===== config.mk =====
export PLATFORM = sky130hd
export DESIGN_NAME = uart_rx_8n1
export DESIGN_NICKNAME = d
export VERILOG_FILES = /design/src/rtl/uart_rx_8n1.sv
export SDC_FILE = /design/constraint.sdc
export NUM_CORES = 1
export LEC_CHECK = 0
export CORE_MARGIN = 2
export CORE_UTILIZATION = 25
export DETAILED_ROUTE_END_ITERATION = 6
export GPL_TIMING_DRIVEN = 0
export HOLD_SLACK_MARGIN = 0.15
export REMOVE_ABC_BUFFERS = 1
export SLEW_MARGIN = 20
export SYNTH_ARGS = -nofsm -noshare
export SYNTH_HDL_FRONTEND = slang
export SYNTH_SLANG_ARGS = --single-unit

===== constraint.sdc =====
create_clock -name iCLK_50 -period 3.1 [get_ports iCLK_50]
set_input_delay 0.775 -clock iCLK_50 [delete_from_list [all_inputs] [get_ports iCLK_50]]
set_output_delay 0.775 -clock iCLK_50 [all_outputs]
set_load 0.01 [all_outputs]

===== src/rtl/uart_rx_8n1.sv =====
// uart_rx_8n1: 8N1 serial receiver with mid-bit sampling, valid strobe and framing-error flag
module uart_rx_8n1 #(
    parameter int CLK_HZ = 50_000_000,
    parameter int BAUD   = 115_200
) (
    input  logic       iCLK_50,
    input  logic       iRST,
    input  logic       iRXD,
    output logic [7:0] oDATA,
    output logic       oVALID,
    output logic       oFERR,
    output logic       oBUSY
);
    localparam int CLKS_PER_BIT = CLK_HZ / BAUD;
    localparam int HALF = CLKS_PER_BIT / 2;
    localparam int CW = $clog2(CLKS_PER_BIT);
    localparam logic [CW-1:0] BIT_END = CW'(CLKS_PER_BIT - 1);
    localparam logic [CW-1:0] HALF_END = CW'(HALF - 1);

    if (CLKS_PER_BIT < 4) begin : g_bad_rate
        $error("uart_rx_8n1: CLKS_PER_BIT must be at least 4");
    end

    typedef enum logic [2:0] {IDLE, START, DATA, STOP, BREAK} state_t;

    state_t        state;
    logic [1:0]    sync;
    logic [CW-1:0] cnt;
    logic [2:0]    idx;
    logic [7:0]    shift;
    logic          rx_s;

    assign rx_s = sync[1];
    // The strobe cycle still counts as busy even though the FSM is already back in IDLE.
    assign oBUSY = (state != IDLE) || oVALID || oFERR;

    always_ff @(posedge iCLK_50) begin
        if (iRST) begin
            state  <= IDLE;
            sync   <= 2'b11;
            cnt    <= '0;
            idx    <= '0;
            shift  <= '0;
            oDATA  <= '0;
            oVALID <= 1'b0;
            oFERR  <= 1'b0;
        end else begin
            sync   <= {sync[0], iRXD};
            oVALID <= 1'b0;
            oFERR  <= 1'b0;
            case (state)
                IDLE: begin
                    if (!rx_s) begin
                        state <= START;
                        cnt   <= '0;
                    end
                end
                START: begin
                    if (cnt == HALF_END) begin
                        cnt   <= '0;
                        idx   <= '0;
                        state <= rx_s ? IDLE : DATA;
                    end else begin
                        cnt <= cnt + 1'b1;
                    end
                end
                DATA: begin
                    if (cnt == BIT_END) begin
                        cnt   <= '0;
                        shift <= {rx_s, shift[7:1]};
                        idx   <= idx + 3'd1;
                        if (idx == 3'd7) state <= STOP;
                    end else begin
                        cnt <= cnt + 1'b1;
                    end
                end
                STOP: begin
                    if (cnt == BIT_END) begin
                        cnt    <= '0;
                        state  <= rx_s ? IDLE : BREAK;
                        oVALID <= rx_s;
                        oFERR  <= !rx_s;
                        if (rx_s) oDATA <= shift;
                    end else begin
                        cnt <= cnt + 1'b1;
                    end
                end
                BREAK: begin
                    if (rx_s) state <= IDLE;
                end
                default: state <= IDLE;
            endcase
        end
    end
endmodule


==> flow_metrics.env <==
export IMPL_outcome="finished clean"
export IMPL_fin_tns_setup_ns=0
export IMPL_final_cell_mix="dfxtp_1, nor2_1, mux2i_1, nand2_1, clkdlybuf4s50_1"
export IMPL_ys_ff_latch=35
export IMPL_clock_skew_ns=0.00470
export IMPL_drt_pass1_iter_count=4
export IMPL_min_period_ns=2.29
export IMPL_antenna_found_initial=0
export IMPL_cts_sinks=35
export IMPL_p_comb_share_pct=23.3
export IMPL_startpoint_type="flip-flop"
export IMPL_switching_power_mw=0.377
export IMPL_yosys_area_top_type_share_pct=44.5
export IMPL_worstPathRequired_ns=2.32
export IMPL_power_leakage_nw=0.677
export IMPL_tightest_slew_ns=0.838
export IMPL_htree_levels=2
export IMPL_maxCapViolCount=0
export IMPL_clk_pin_slew_ns=0.07
export IMPL_hold_buffers=0
export IMPL_slew_headroom_pct=43.7
export IMPL_ys_seq_area_share_pct=44.5
export IMPL_syn_to_final_growth_pct=18.3
export IMPL_port_buffers=13
export IMPL_gr_usage_all_layers_pct=8.67
export IMPL_grt_pass1_wl_mm=5.00
export IMPL_dp_cells=249
export IMPL_hold_viol=0
export IMPL_postSynthAreaPerCell_um2=9.32
export IMPL_cellPowerDensity_nw_per_um2=642
export IMPL_vias=1192
export IMPL_async_flop_share_pct=0
export IMPL_clk_latency_ns=0.28
export IMPL_drt_iter0_markers=55
export IMPL_cts_root_buffer="clkbuf_8"
export IMPL_gp_congestion=0.820
export IMPL_die_w_um=83.4
export IMPL_dpl_instance_area_um2=1750
export IMPL_cts_buffers_inserted=5
export IMPL_final_cell_area_um2=1860
export IMPL_place_hpwl_mm=1.90
export IMPL_crit_fanout=11
export IMPL_intPower_mw=0.818
export IMPL_postCtsSetupBuffers=0
export IMPL_clk_path_buf_depth=2
export IMPL_dieArea_um2=6950
export IMPL_finalSetupViolCount=0
export IMPL_wl_per_cell_um=11.1
export IMPL_layoutNonFillerInstCount=257
export IMPL_hold_class="reg -> reg"
export IMPL_ant_nets=0
export IMPL_swShare_pct=31.5
export IMPL_final_common_cell="dfxtp_1"
export IMPL_ctsResizeCount=0
export IMPL_power_frac_clock_pct=34.0
export IMPL_drive_gt1_share_pct=12.1
export IMPL_overflow=0
export IMPL_synthCells=169
export IMPL_syn_cell_area_um2=1580
export IMPL_max_freq_mhz=437
export IMPL_die_y_um=83.4
export IMPL_drcViolationCount=0
export IMPL_criticalPathCategory="reg -> out"
export IMPL_grt_max_degree=36
export IMPL_ys_top_cells_by_area="dfxtp_1, mux2i_1, nor2_1"
export IMPL_fill_cells=630
export IMPL_nNetsFinal=189
export IMPL_core_rowCount=28
export IMPL_drt_wl_total_mm=2.85
export IMPL_synth_area_leader_cell="dfxtp_1"
export IMPL_start_util_pct=26.3
export IMPL_coreArea_um2=5990
export IMPL_final_period_utilization_pct=73.9
export IMPL_avgViaCountPerCell=4.64
export IMPL_cts_tree="built"
export IMPL_rsz0062_at_grt="no"
export IMPL_power_share_sequential_pct=42.7
export IMPL_dominantRegCellSynth="dfxtp_1"
export IMPL_ys_warn_count=0
export IMPL_maxSlewViolCount=0
export IMPL_cp_arrival_ns=1.52
export IMPL_grt_pass1_vias=1125
export IMPL_num_io_pins=14
export IMPL_insertedDiodeCount=0
export IMPL_setup_worst_path_end_class="primary output"
export IMPL_yosysUniqueCellTypes=37
export IMPL_synth_edf_count=0
export IMPL_peakVddDrop_uv=266
routing by layer:
layer	wire length (µm)	GRT usage (%)
met3	97	3.48
met4	27	2.24
met1	1320	10.1
met2	1400	14.7
met5	0	0
final cells by class:
class | instances | area, µm² | share of cell area (%)
clock buffers | 5 | 68.8 | 3.69
repair buffers | 13 | 125 | 6.72
inverters | 4 | 15.0 | 0.806
flip-flops and latches | 35 | 701 | 37.6
well taps | 75 | 93.8 | 5.04
multi-input cells | 122 | 816 | 43.8
clock inverters | 3 | 43.8 | 2.35
synth_stat cells (all sizes together) (5+ instances only):
cell type	instances
mux2i	17
nand3	8
nor2	24
nand2	15
a31oi	5
ha	5
a21oi	8
dfxtp	35
worst max-delay path, cell delays in order (launching register included):
cell and delay [ns]:
dfxtp_1 0.53, nor3_1 0.10, nand2_1 0.07, clkdlybuf4s50_1 0.52
power groups by stage:
stage                     registers, mW  logic (mW)  clock network, mW
after floorplan                   0.511       0.203                  0
final                             0.510       0.278              0.407
after detailed placement          0.520       0.279                  0
after CTS                         0.509       0.281              0.421
after global routing              0.516       0.315              0.444
after global placement            0.520       0.281                  0
state kept, by name (all words and copies together), names as in the netlist:
| register | count |
|---|---|
| cnt | 9 |
| idx | 3 |
| oDATA | 8 |
| oFERR | 1 |
| oVALID | 1 |
| shift | 8 |
| state | 3 |
| sync | 2 |
per-stage QoR:
step | power [mW] | worst slack (ns) | hold slack (ns) | utilization, %
after global placement | 0.800 | 0.441 | 0.398 | 29.3
final | 1.20 | 0.809 | 0.415 | 31.1
after CTS | 1.21 | 0.785 | 0.421 | 31.1
after global routing | 1.28 | 0.642 | 0.444 | 31.1
after floorplan | 0.714 | 1.13 | 0.389 | -
after detailed placement | 0.799 | 0.846 | 0.398 | 29.2
kinds of logic (layout without fill, tap and decap cells):
| group | after synthesis | count (layout) | share of synthesized area, % |
|---|---|---|---|
| mux | 17 | 17 | 10.8 |
| buf+inv | 12 | 25 | 3.73 |
| compound gates | 24 | 24 | 10.2 |
| xor+xnor | 1 | 1 | 0.556 |
| fa+ha+maj | 5 | 5 | 3.97 |
| simple gates | 75 | 75 | 26.2 |
| flops | 35 | 35 | 44.5 |
worst paths after layout:
| check | slack [ns] | startpoint | depth (start not counted) | to |
|---|---|---|---|---|
| setup reg to reg | 0.87 | cnt[2] | 5 | idx[0] |
| hold reg to reg | 0.41 | sync[0] | 1 | sync[1] |
| setup / recovery | 0.81 | state[1] | 3 | oBUSY |
| hold / removal | 0.41 | sync[0] | 1 | sync[1] |
(Power assumes the default switching activity.)
